--- src/rtl/wb_stage_buf.sv ---
// wb_stage_buf: two-entry skid-buffered stage between EX/MEM and writeback.
// Holds ALU/MEM/PC/IMM operands plus writeback select, destination register
// and regwrite flag; presents the head entry to the downstream 4:1 writeback mux.
// in_ready is decoded from registered occupancy only, so a downstream stall
// never ripples combinationally back to the upstream stage.
// Optional feature: define WB_PERF_CNT_EN to add the saturating stall counter
// (stall_cnt port and PERF_W parameter).
module wb_stage_buf #(
    parameter int DATA_W = 32,
    parameter int RD_W   = 6
`ifdef WB_PERF_CNT_EN
    ,
    parameter int PERF_W = 16
`endif
) (
    input  logic              clk,
    input  logic              rst_n,
    input  logic              flush,
    input  logic              in_valid,
    output logic              in_ready,
    input  logic [DATA_W-1:0] in_alu,
    input  logic [DATA_W-1:0] in_mem,
    input  logic [DATA_W-1:0] in_pc,
    input  logic [DATA_W-1:0] in_imm,
    input  logic [1:0]        in_sel,
    input  logic [RD_W-1:0]   in_rd,
    input  logic              in_regwrite,
    output logic              out_valid,
    input  logic              out_ready,
    output logic [DATA_W-1:0] out_a,
    output logic [DATA_W-1:0] out_b,
    output logic [DATA_W-1:0] out_c,
    output logic [DATA_W-1:0] out_d,
    output logic [1:0]        out_sel,
    output logic [RD_W-1:0]   out_rd,
    output logic              out_regwrite
`ifdef WB_PERF_CNT_EN
    ,
    output logic [PERF_W-1:0] stall_cnt
`endif
);

    // Occupancy states
    localparam logic [1:0] ST_EMPTY = 2'd0;
    localparam logic [1:0] ST_ONE   = 2'd1;
    localparam logic [1:0] ST_FULL  = 2'd2;

    logic [1:0] r_state;
    logic [1:0] w_state_next;
    logic       r_head;
    logic       r_tail;
    logic       w_head_next;
    logic       w_tail_next;

    logic       w_push;
    logic       w_pop;
    logic       w_wr;
    logic       w_valid;

    // Entry storage, one slot per pointer value
    logic [DATA_W-1:0] r_alu [2];
    logic [DATA_W-1:0] r_mem [2];
    logic [DATA_W-1:0] r_pc  [2];
    logic [DATA_W-1:0] r_imm [2];
    logic [1:0]        r_sel [2];
    logic [RD_W-1:0]   r_rd  [2];
    logic              r_rw  [2];

    assign w_valid  = (r_state != ST_EMPTY);
    assign in_ready = (r_state != ST_FULL);
    assign w_push   = in_valid & in_ready;
    assign w_pop    = w_valid & out_ready;
    // A flushed push must not land in storage (it could resurface later)
    assign w_wr     = w_push & ~flush;

    // Next occupancy and pointer values; flush overrides any push/pop
    always_comb begin
        w_state_next = r_state;
        w_head_next  = r_head;
        w_tail_next  = r_tail;
        if (flush) begin
            w_state_next = ST_EMPTY;
            w_head_next  = 1'b0;
            w_tail_next  = 1'b0;
        end else begin
            if (w_push) w_tail_next = ~r_tail;
            if (w_pop)  w_head_next = ~r_head;
            case (r_state)
                ST_EMPTY: if (w_push) w_state_next = ST_ONE;
                ST_ONE: begin
                    if (w_push && !w_pop)      w_state_next = ST_FULL;
                    else if (w_pop && !w_push) w_state_next = ST_EMPTY;
                    else                       w_state_next = ST_ONE;
                end
                ST_FULL:  if (w_pop) w_state_next = ST_ONE;
                default:  w_state_next = ST_EMPTY;
            endcase
        end
    end

    // Occupancy state and pointer registers
    always_ff @(posedge clk or negedge rst_n) begin
        if (!rst_n) begin
            r_state <= ST_EMPTY;
            r_head  <= 1'b0;
            r_tail  <= 1'b0;
        end else begin
            r_state <= w_state_next;
            r_head  <= w_head_next;
            r_tail  <= w_tail_next;
        end
    end

    genvar gi;
    generate
        for (gi = 0; gi < 2; gi++) begin : g_entry
            // Capture the incoming entry into the slot addressed by the tail pointer
            always_ff @(posedge clk or negedge rst_n) begin
                if (!rst_n) begin
                    r_alu[gi] <= '0;
                    r_mem[gi] <= '0;
                    r_pc[gi]  <= '0;
                    r_imm[gi] <= '0;
                    r_sel[gi] <= '0;
                    r_rd[gi]  <= '0;
                    r_rw[gi]  <= 1'b0;
                end else if (w_wr && (r_tail == 1'(gi))) begin
                    r_alu[gi] <= in_alu;
                    r_mem[gi] <= in_mem;
                    r_pc[gi]  <= in_pc;
                    r_imm[gi] <= in_imm;
                    r_sel[gi] <= in_sel;
                    r_rd[gi]  <= in_rd;
                    r_rw[gi]  <= in_regwrite;
                end
            end
        end
    endgenerate

    // Head entry drives the writeback mux operands directly from storage
    assign out_valid    = w_valid;
    assign out_a        = r_alu[r_head];
    assign out_b        = r_mem[r_head];
    assign out_c        = r_pc[r_head];
    assign out_d        = r_imm[r_head];
    assign out_sel      = r_sel[r_head];
    assign out_rd       = r_rd[r_head];
    // Stale slots after a flush or drain must never write the register file
    assign out_regwrite = w_valid & r_rw[r_head];

`ifdef WB_PERF_CNT_EN
    logic [PERF_W-1:0] r_stall_cnt;

    // Count cycles where a valid head is blocked downstream; saturate, ignore flush
    always_ff @(posedge clk or negedge rst_n) begin
        if (!rst_n) begin
            r_stall_cnt <= '0;
        end else if (w_valid && !out_ready && (r_stall_cnt != '1)) begin
            r_stall_cnt <= r_stall_cnt + 1'b1;
        end
    end

    assign stall_cnt = r_stall_cnt;
`endif

endmodule

--- config.mk ---
export PLATFORM = sky130hd
export DESIGN_NAME = wb_stage_buf
export DESIGN_NICKNAME = d
export VERILOG_FILES = /design/src/rtl/wb_stage_buf.sv
export SDC_FILE = /design/constraint.sdc
export NUM_CORES = 1
export LEC_CHECK = 0
export CELL_PAD_IN_SITES_DETAIL_PLACEMENT = 0
export CELL_PAD_IN_SITES_GLOBAL_PLACEMENT = 1
export CORE_MARGIN = 1.5
export CORE_UTILIZATION = 49
export CTS_BUF_LIST = sky130_fd_sc_hd__clkbuf_8
export DETAILED_ROUTE_END_ITERATION = 12
export DONT_BUFFER_PORTS = 1
export HOLD_SLACK_MARGIN = 0.12
export PLACE_DENSITY = 0.84
export SETUP_SLACK_MARGIN = 0.5
export SYNTH_ARGS = -nofsm -noshare
export SYNTH_HDL_FRONTEND = slang
export SYNTH_SLANG_ARGS = --single-unit
--- constraint.sdc ---
create_clock -name clk -period 1.4 [get_ports clk]
set_input_delay 0.07 -clock clk [delete_from_list [all_inputs] [get_ports clk]]
set_output_delay 0.07 -clock clk [all_outputs]
set_load 0.05 [all_outputs]
; Yosys cells after proc, flatten, opt, wreduce, memory -nomap -nowiden
; Index checks and enable logic that the tools add are counted.
[totals]
reg_bits = 278
latch_bits = 0
mem_bits_rw = 0
mem_bits_ro = 0
in_bits = 142
out_inout_bits = 139
word_cells = 73
memories = 0
[op_classes]
add_sub_neg = 0
multipliers = 0
n_div = 0
order_cmp = 1
eq_ne = 5
shift = 0
muxes = 31
bitwise = 8
reduce_logical = 11
[ops]
columns = operator, count
row1 = $mux W32, 12
row2 = $mux W6, 3
row3 = $mux W2, 7
row4 = $mux W1, 8
row5 = $ne A3 B3 Y1 const B, 2
row6 = $pmux W2 S3, 1
row7 = $reduce_bool A2 Y1, 3
row8 = $and A1 B1 Y1, 4
row9 = $logic_and A1 B1 Y1, 4
row10 = $not A1 Y1, 3
row11 = $eq A2 B1 Y1 const B, 1
row12 = $eq A2 B2 Y1 const B, 1
row13 = $ge A2 B2 Y1 const B, 1
row14 = $logic_not A1 Y1, 2
row15 = $logic_not A2 Y1, 1
row16 = $ne A2 B2 Y1 const B, 1
row17 = $not A1 Y2, 1
row18 = $reduce_and A2 Y1, 1

; Depth between registers and ports, before layout
; Gate-level depths: netlist of the first run.
[depth]
ltp_word = 8
mapped_depth = 6
ltp_nobuf = 5

; Least setup slack after synthesis of the first run
; No wires, ideal clock.
[synth_timing]
path_type = register to output
from = reg r_head
to = out out_regwrite
arrival_time_ns = 1.676
required_time_ns = 1.330
path_slack_ns = -0.346
stages_incl_launch_ff = 5
path_buffers = 2
path_cell_list = dfrtp_1 clkbuf_1 buf_2 mux2i_1 nor2_1
[synth_via]
elab_chain_len = 5
[synth_lines]
columns = element, line_no
row1 = start: declaration, 50  ; logic r_head;
row2 = start signal: assignment, 109  ; r_head <= w_head_next;
row3 = $not A1 Y2 (implied by the code), 149  ; assign out_regwrite = w_valid & r_rw[r_head];
row4 = $mux W1 (implied by the code) (3 in a row), 149
row5 = $and A1 B1 Y1, 149
row6 = end: declaration, 36  ; output logic out_regwrite
; Every way passes these cells. The select of a mux whose other input is x is not followed.

; Final worst setup path of the first run
[layout_timing]
from = reg r_head
to = out out_b[21]
[layout_via]
elab_chain_len = 4
[layout_lines]
columns = element, line_no
row1 = $not A1 Y2 (implied by the code), 143  ; assign out_b = r_mem[r_head];
row2 = $mux W32 (implied by the code) (3 in a row), 143
row3 = end: declaration, 31  ; output logic [DATA_W-1:0] out_b,
; Every way passes these cells. The select of a mux whose other input is x is not followed.

==> results.sh, run 1 <==
export IMPL_fin_util_pct=74.7
export IMPL_cp_start_kind="flip-flop"
export IMPL_place_inst=1083
export IMPL_cts_buffer_depth=3
export IMPL_ir_drop_uv=939
export IMPL_fin_cells=1385
export IMPL_fill_cells=1383
export IMPL_first_pass_iters=4
export IMPL_grt_max_degree=279
export IMPL_rows=57
export IMPL_clkSinkCount=278
export IMPL_grt_overflow=0
export IMPL_yosysUniqueCellTypes=24
export IMPL_vias_per_cell=5.53
export IMPL_drt_iter0_markers=435
export IMPL_hold_slack_ps=-780
export IMPL_core_area_um2=24400
export IMPL_initial_core_util_pct=50.1
export IMPL_relSlewSlack_pct=60.9
export IMPL_rsz0062_at_grt="true"
export IMPL_crit_arrival_ps=1810
export IMPL_hold_class="input port to async pin"
export IMPL_netlist_area_um2=12200
export IMPL_syn_nets=901
export IMPL_fin_skew_ps=11.5
export IMPL_die_y_um=161
export IMPL_fin_ws_ps=-483
export IMPL_vias=7660
export IMPL_drc=0
export IMPL_status="finished with violations"
export IMPL_total_power_w=0.0298
export IMPL_yosysSeqAreaShare_pct=56.9
export IMPL_r2r_start="r_state[0]$_DFFE_PN0P_"
export IMPL_p_per_area_nw_per_um2=1640
export IMPL_portBuffers=0
export IMPL_yosysTopAreaCellShare_pct=56.9
export IMPL_clk_latency_ps=550
export IMPL_cp_required_ps=1330
export IMPL_critPathCaptureType="primary output"
export IMPL_ioPinCount=281
export IMPL_syn_inst=758
export IMPL_syn_area_per_cell_um2=16.1
export IMPL_wl_per_cell_um=25.0
export IMPL_drv_cap=0
export IMPL_ant_nets=0
export IMPL_finalHoldViolCount=278
export IMPL_failed_checks="negative hold slack, negative setup slack"
export IMPL_ys_ff_latch=278
export IMPL_cp_max_fo=17
export IMPL_tightest_slew_ps=586
export IMPL_fin_nets=1174
export IMPL_crit_type="flip-flop to primary output"
export IMPL_multi_input_area_um2=6190
export IMPL_yosysTopAreaCell="dfrtp_1"
export IMPL_period_needed_ps=1880
export IMPL_cts_htree_levels=2
export IMPL_synthTopCellsByArea="dfrtp_1 (57%), mux2_2 (25%), mux2_1 (13%), buf_8 (2.5%), buf_6 (0.83%)"
export IMPL_place_area_um2=13800
export IMPL_regArea_um2=6960
export IMPL_layout_commonest_cell="mux2_4"
export IMPL_reg2reg_to="r_imm[27]$_DFFE_PN0P_"
export IMPL_period_share_pct=135
export IMPL_globalplace_congestion=0.823
export IMPL_dieWidth_um=161
export IMPL_cts_hold_fix_buffers=140
export IMPL_tns_ps=-160770
export IMPL_drt_total_wl_um=34600
export IMPL_track_usage_pct=25.7
export IMPL_die_area_um2=25900
export IMPL_final_cell_mix="mux2_4 (362), dfrtp_1 (277), dlygate4sd3_1 (140), clkbuf_8 (61), mux2_2 (48)"
export IMPL_cts_tree="yes"
export IMPL_final_cell_area_um2=18200
export IMPL_areaGrowthSynthToFinish_pct=49.1
export IMPL_fmax_mhz=531
export IMPL_worstRegToRegCells=9
export IMPL_drive_gt1_share_pct=58.4
export IMPL_root_buffer="clkbuf_8"
export IMPL_antenna_found_initial=1
export IMPL_p_leak_nw=8.67
export IMPL_slew_violations=0
export IMPL_path_clk_slew_ps=60
export IMPL_numCtsBuffers=46
export IMPL_grt_first_pass_wirelength_um=51800
export IMPL_ff2ff_setup_slack_ps=-460
export IMPL_synth_warnings=0
export IMPL_dp_hpwl_um=18000
export IMPL_grt_pass1_vias=8796
export IMPL_setup_violations=414
## layout make-up
class                      instances  area share, %
sequential                       278           38.2
tap                              324           2.22
multi-input combinational        432           34.0
inverter                           3          0.117
clock buffer                      61           4.61
timing repair buffer             270           20.6
clock inverter                    16          0.329
antenna                            1         0.0137
## flip-flops by register name, indices dropped and copies added (netlist names)
register  cells
r_tail        1
r_alu        64
r_rd         12
r_pc         64
r_rw          2
r_state       2
r_mem        64
r_sel         4
r_head        1
r_imm        64
## stage by stage
stage / setup WS, ps / hold slack, ps
final: -483 / -780
after global routing: -534 / -823
after CTS: -509 / -816
after detailed placement: -229 / -219
after global placement: -190 / -220
after floorplan: -198 / -226
## layer usage
| metal | vias to the layer above | global-route usage [%] | routed length [µm] |
|---|---|---|---|
| met5 | - | 0 | 0 |
| met4 | 0 | 9.93 | 1110 |
| met3 | 84 | 6.70 | 2100 |
| met2 | 286 | 43.1 | 17500 |
| met1 | 4014 | 31.7 | 13900 |
| li1 | 3276 | - | - |
## worst max path at each step
stage	from	endpoint	slack [ps]	depth (start not counted)
final	r_head$_DFFE_PN0P_	out_b[21]	-480	3
after global routing	r_head$_DFFE_PN0P_	out_b[21]	-530	3
after CTS	r_head$_DFFE_PN0P_	out_b[21]	-510	3
after detailed placement	r_state[0]$_DFFE_PN0P_	r_mem[27]$_DFFE_PN0P_	-230	6
after global placement	r_state[1]$_DFFE_PN0P_	r_mem[34]$_DFFE_PN0P_	-190	5
after floorplan	r_state[1]$_DFFE_PN0P_	r_alu[10]$_DFFE_PN0P_	-200	6
## synthesized netlist by cell type (all sizes together)
| master | count |
|---|---|
| dfrtp | 278 |
| nand2b | 1 |
| or3 | 1 |
| nand2 | 2 |
| a21oi | 3 |
| nor2 | 4 |
| mux2 | 410 |
| inv | 3 |
| nor4 | 1 |
| ha | 1 |
| clkbuf | 3 |
| or2 | 1 |
| buf | 42 |
| mux2i | 2 |
| nor2b | 2 |
| o21ai | 2 |
| xor2 | 1 |
| nand4b | 1 |
## kinds of logic (layout without fill, tap and decap cells)
family | count (synthesis) | after routing | synth area share, %
compound gates | 5 | 5 | 0.205
xor+xnor | 1 | 1 | 0.0716
fa+ha+maj | 1 | 1 | 0.102
buf+inv | 48 | 350 | 4.02
flops | 278 | 278 | 56.9
mux | 412 | 412 | 37.9
other cells | 0 | 1 | 0
simple gates | 13 | 13 | 0.798
## critical path, stage by stage (launching register included)
cell	delay, ps
dfrtp_4	520
buf_12	170
buf_12	170
mux2_4	400
## report_power, final
| group | internal, W | total, W | switching [W] |
|---|---|---|---|
| logic | 0.00518 | 0.0113 | 0.00610 |
| clock network | 0.00384 | 0.00707 | 0.00323 |
| registers | 0.0101 | 0.0115 | 0.00140 |
## repair_timing
action                                 in CTS  in global routing
gates cloned                               29                  2
setup buffers                              44                  9
pin swaps                                   1                  5
setup endpoints to repair                 417                417
endpoints found under the hold margin     556                278
resized for setup                         123                 94
(Power assumes the default switching activity.)
==> run 2: changes to the inputs <==
Settings changed: SETUP_SLACK_MARGIN 0.5 to not set.
==> results.sh, run 2 (synthesis results as in run 1) <==
export IMPL_fin_skew_ps=30.0
export IMPL_power_internal_w=0.0192
export IMPL_clk_latency_ps=550
export IMPL_crit_arrival_ps=2290
export IMPL_vias=7528
export IMPL_fmax_mhz=530
export IMPL_cp_start_kind="flip-flop"
export IMPL_drive_gt1_share_pct=56.8
export IMPL_hold_slack_ps=-771
export IMPL_failed_checks="negative hold slack, negative setup slack"
export IMPL_fin_cells=1362
export IMPL_status="finished with violations"
export IMPL_numCtsBuffers=45
export IMPL_hold_class="input port to async pin"
export IMPL_dieWidth_um=161
export IMPL_cts_tree="yes"
export IMPL_p_per_area_nw_per_um2=1670
export IMPL_die_area_um2=25900
export IMPL_total_power_w=0.0301
export IMPL_swShare_pct=36.3
export IMPL_ff2ff_setup_slack_ps=-490
export IMPL_period_needed_ps=1890
export IMPL_drt_total_wl_um=35500
export IMPL_critPathCaptureType="flip-flop"
export IMPL_period_share_pct=135
export IMPL_grt_max_degree=279
export IMPL_initial_core_util_pct=50.1
export IMPL_vias_per_cell=5.53
export IMPL_pwr_share_seq_pct=38.5
export IMPL_core_area_um2=24400
export IMPL_dp_hpwl_um=17600
export IMPL_drt_iter0_markers=340
export IMPL_setup_violations=413
export IMPL_drv_cap=0
export IMPL_reg2reg_to="r_imm[45]$_DFFE_PN0P_"
export IMPL_clkSinkCount=278
export IMPL_pwr_share_comb_pct=38.2
export IMPL_r2r_start="r_state[1]$_DFFE_PN0P_"
export IMPL_cts_buffer_depth=3
export IMPL_grt_pass1_vias=8993
export IMPL_fin_nets=1148
export IMPL_crit_type="flip-flop to flip-flop"
export IMPL_ioPinCount=281
export IMPL_track_usage_pct=26.1
export IMPL_worstRegToRegCells=9
export IMPL_tightest_slew_ps=596
export IMPL_layout_commonest_cell="mux2_4"
export IMPL_place_inst=1084
export IMPL_drc=0
export IMPL_fin_util_pct=73.6
export IMPL_rsz0062_at_grt="true"
export IMPL_cts_hold_fix_buffers=140
export IMPL_areaGrowthSynthToFinish_pct=46.8
export IMPL_rows=57
export IMPL_root_buffer="clkbuf_8"
export IMPL_ant_nets=0
export IMPL_grt_overflow=0
export IMPL_die_y_um=161
export IMPL_slew_violations=0
export IMPL_relSlewSlack_pct=60.3
export IMPL_globalplace_congestion=0.836
export IMPL_finalHoldViolCount=278
export IMPL_cp_required_ps=1810
export IMPL_cp_max_fo=7
export IMPL_fin_ws_ps=-487
export IMPL_cts_htree_levels=2
export IMPL_first_pass_iters=4
export IMPL_path_clk_slew_ps=70
export IMPL_p_clk_share_pct=23.3
export IMPL_wl_per_cell_um=26.1
export IMPL_p_sw_w=0.0109
export IMPL_final_cell_mix="mux2_4 (408), dfrtp_1 (277), dlygate4sd3_1 (140), clkbuf_8 (55), buf_12 (50)"
export IMPL_grt_first_pass_wirelength_um=52800
export IMPL_ir_drop_uv=1190
export IMPL_portBuffers=0
export IMPL_antenna_found_initial=1
export IMPL_p_leak_nw=8.68
-- run 2: cell types whose count changed in the layout (fill, tap and decap cells not counted), sizes merged --
cell      previous run  this run
buf                128       102
clkbuf              63        58
clkinv               1         6
bufinv               0         1
clkinvlp             0         1
inv                 18        19
-- run 2: layer usage --
| layer | share of wire [%] | GRT usage [%] | wire length, µm |
|---|---|---|---|
| met3 | 6.3 | 7.16 | 2230 |
| met5 | 0 | 0 | 0 |
| met1 | 39 | 30.2 | 13800 |
| met2 | 51 | 45.7 | 18200 |
| met4 | 3.5 | 10.6 | 1240 |
-- run 2: repair_timing --
item	4_1_cts	5_1_grt
setup buffers	44	16
hold endpoints to repair	556	278
pin swaps	1	3
gates resized for setup	244	173
endpoints found under the setup margin	412	416
cloned	23	3
-- run 2: stage by stage --
| step | TNS, ps | setup WS [ps] | instance area [µm²] |
|---|---|---|---|
| floorplan | -45750 | -199 | 12800 |
| global route | -175610 | -528 | 18000 |
| CTS | -160420 | -505 | 17600 |
| finish | -157060 | -487 | 18000 |
| global placement | -42180 | -227 | 13400 |
| detailed placement | -49250 | -247 | 13400 |
-- run 2: worst max-delay path by stage --
stage	from	endpoint	slack, ps	cells past startpoint
after floorplan	r_state[1]$_DFFE_PN0P_	r_alu[10]$_DFFE_PN0P_	-200	6
after global placement	r_state[1]$_DFFE_PN0P_	r_alu[32]$_DFFE_PN0P_	-230	5
after detailed placement	r_state[1]$_DFFE_PN0P_	r_alu[32]$_DFFE_PN0P_	-250	5
after CTS	r_head$_DFFE_PN0P_	out_d[25]	-500	3
after global routing	r_head$_DFFE_PN0P_	out_b[21]	-530	3
final	r_state[1]$_DFFE_PN0P_	r_imm[45]$_DFFE_PN0P_	-490	9
-- run 2: power by group through the flow --
| stage | Sequential (W) | Combinational, W | Clock (W) |
|---|---|---|---|
| floorplan | 0.0109 | 0.00798 | 0 |
| global placement | 0.0111 | 0.00862 | 0 |
| detailed placement | 0.0113 | 0.00882 | 0 |
| CTS | 0.0113 | 0.0107 | 0.00698 |
| global route | 0.0117 | 0.0118 | 0.00752 |
| finish | 0.0116 | 0.0115 | 0.00702 |
-- run 2: area by class of cell --
type	count	area [µm²]
sequential	278	6960
timing repair buffer	245	3330
inverter	3	31.3
tap	324	405
clock buffer	55	757
clock inverter	24	126
multi-input combinational	432	6340
fill	1394	6440
antenna	1	2.50
-- run 2: critical path: stages, from the launching register on --
cell	delay [ps]
dfrtp_1	380
nor2b_4	140
buf_6	120
nor4_4	110
buf_4	170
buf_8	140
buf_12	120
buf_12	110
clkbuf_16	160
mux2_4	300
==> run 3: changes to the inputs <==
Settings changed: ABC_AREA set to 1, CORE_UTILIZATION 49 to 43, CTS_CLUSTER_SIZE set to 28, GPL_TIMING_DRIVEN set to 0.
==> results.sh, run 3 <==
export IMPL_cts_tree="yes"
export IMPL_place_area_um2=13600
export IMPL_failed_checks="negative hold slack, negative setup slack"
export IMPL_fin_nets=2061
export IMPL_period_needed_ps=1840
export IMPL_crit_arrival_ps=1770
export IMPL_drt_iter0_markers=1301
export IMPL_synth_commonest_cells="nand2_1 (964), dfrtp_1 (278), nand3_1 (142)"
export IMPL_syn_area_per_cell_um2=7.67
export IMPL_vias_per_cell=5.69
export IMPL_ys_ff_latch=278
export IMPL_wl_per_cell_um=21.4
export IMPL_dieWidth_um=176
export IMPL_numCtsBuffers=50
export IMPL_grt_max_degree=279
export IMPL_rsz0062_at_grt="true"
export IMPL_initial_core_util_pct=43.5
export IMPL_grt_overflow=0
export IMPL_ant_nets=0
export IMPL_finalHoldViolCount=278
export IMPL_fin_cells=2347
export IMPL_cts_hold_fix_buffers=140
export IMPL_path_clk_slew_ps=60
export IMPL_critPathCaptureType="primary output"
export IMPL_fill_cells=2078
export IMPL_rows=63
export IMPL_postSynth_asyncResetShare_pct=100
export IMPL_place_inst=2067
export IMPL_portBuffers=0
export IMPL_first_pass_iters=6
export IMPL_drv_cap=0
export IMPL_tightest_slew_ps=559
export IMPL_setup_violations=417
export IMPL_crit_type="flip-flop to primary output"
export IMPL_hold_class="input port to async pin"
export IMPL_netlist_area_um2=12900
export IMPL_die_area_um2=31000
export IMPL_drive_gt1_share_pct=34.0
export IMPL_core_area_um2=29600
export IMPL_drc=0
export IMPL_final_cell_mix="nand2_1 (546), dfrtp_1 (276), nand2_8 (155), nand2_2 (155), nand3_1 (142)"
export IMPL_yosys_cell_count_top_type="nand2_1"
export IMPL_track_usage_pct=30.6
export IMPL_synth_warnings=0
export IMPL_cp_max_fo=6
export IMPL_yosysSeqAreaShare_pct=54.1
export IMPL_layout_commonest_cell="nand2_1"
export IMPL_period_share_pct=131
export IMPL_p_per_area_nw_per_um2=1560
export IMPL_globalplace_congestion=0.809
export IMPL_antenna_found_initial=3
export IMPL_syn_nets=1820
export IMPL_ioPinCount=281
export IMPL_ir_drop_uv=1000
export IMPL_relSlewSlack_pct=62.8
export IMPL_synth_flop_cell="dfrtp_1"
export IMPL_dp_worst_setup_slack_ps=-931
export IMPL_syn_inst=1677
export IMPL_synth_edf_count=0
export IMPL_yosysUniqueCellTypes=17
export IMPL_cts_htree_levels=2
export IMPL_areaGrowthSynthToFinish_pct=64.9
export IMPL_grt_first_pass_wirelength_um=74200
export IMPL_vias=13347
export IMPL_drt_total_wl_um=50100
export IMPL_fmax_mhz=543
export IMPL_slew_violations=0
export IMPL_cp_startpoint="r_head$_DFFE_PN0P_"
export IMPL_grt_pass1_vias=13113
export IMPL_fin_util_pct=71.7
export IMPL_synthTopCellsByArea="dfrtp_1 (54%), nand2_1 (28%), nand4_1 (6.8%), nand3_1 (5.5%), buf_2 (2.4%)"
export IMPL_yosysTopAreaCellShare_pct=54.1
export IMPL_cp_required_ps=1330
export IMPL_hold_slack_ps=-794
export IMPL_clk_latency_ps=570
export IMPL_r2r_start="r_state[0]$_DFFE_PN0P_"
export IMPL_clkSinkCount=278
export IMPL_cts_buffer_depth=3
export IMPL_final_cell_area_um2=21200
export IMPL_fin_ws_ps=-440
export IMPL_root_buffer="clkbuf_8"
export IMPL_dp_hpwl_um=26800
export IMPL_status="finished with violations"
export IMPL_p_leak_nw=10.0
export IMPL_cp_start_kind="flip-flop"
export IMPL_fin_skew_ps=21.5
export IMPL_die_y_um=176
export IMPL_yosysTopAreaCell="dfrtp_1"
run 3: cell count changes in the layout (fill, tap and decap cells not counted), sizes merged, moves of 3 or more:
| cell | change |
|---|---|
| clkbuf | +71 |
| mux2 | -410 |
| inv | +13 |
| nand2 | +963 |
| clkinv | -3 |
| nand4 | +140 |
| buf | +13 |
| nand3 | +142 |
run 3: cells by family after synthesis:
logic type | synth area share [%]
adders and majority gates | 0.0973
AOI/OAI and AO/OA | 0.185
DFF | 54.1
and+or+nand+nor | 40.6
buffers and inverters | 4.98
run 3: critical path, cell delays in order, from the launching register on:
cell,delay [ps]
dfrtp_2,460
clkinv_4,130
clkbuf_16,210
clkbuf_16,220
nand2_8,70
nand2_8,120
run 3: through the flow:
step	setup TNS, ps	power [W]
detailed placement	-180560	0.0198
floorplan	-526	0.0184
global placement	-175080	0.0197
finish	-116500	0.0331
CTS	-98310	0.0313
global route	-135770	0.0345
run 3: area by class of cell:
cell class | count | area, µm² | area share (%)
multi-input cells | 1256 | 9030 | 42.6
well taps | 390 | 488 | 2.30
clock inverters | 28 | 110 | 0.519
diodes | 3 | 7.51 | 0.0354
plain buffers | 135 | 1410 | 6.66
flip-flops and latches | 278 | 6960 | 32.8
repair buffers | 189 | 2340 | 11.0
inverters | 8 | 40.0 | 0.189
clock buffers | 60 | 826 | 3.89
run 3: metal layers:
layer | global-route usage [%] | vias up | share of wire (%)
li1 | - | 5905 | -
met1 | 40.1 | 6680 | 39
met2 | 48.7 | 628 | 49
met3 | 7.88 | 134 | 8.2
met4 | 11.8 | 0 | 3.7
met5 | 0 | - | 0
run 3: repair_timing:
| item | in CTS | in global routing |
|---|---|---|
| endpoints found under the setup margin | 409 | 412 |
| endpoints found under the hold margin | 556 | 278 |
| buffers inserted | 10 | 10 |
| pin swaps | 106 | 120 |
| gates resized for setup | 731 | 333 |
| cloned | 24 | 8 |
run 3: final timing paths:
path,to,cells after the start,slack [ps]
min in group clk,r_alu[49]$_DFFE_PN0P_,3,210
setup / recovery,out_b[14],5,-440
max in group asynchronous,r_mem[3]$_DFFE_PN0P_,0,1810
setup reg to reg,r_rd[9]$_DFFE_PN0P_,10,-360
hold / removal,r_imm[48]$_DFFE_PN0P_,0,-790
hold reg to reg,r_mem[20]$_DFFE_PN0P_,2,480
run 3: where the power goes:
part	total (W)	leakage, nW	switching [W]	internal (W)
Clock	0.00727	0.574	0.00344	0.00384
Sequential	0.0120	3.39	0.00195	0.0100
Combinational	0.0139	6.07	0.00916	0.00470
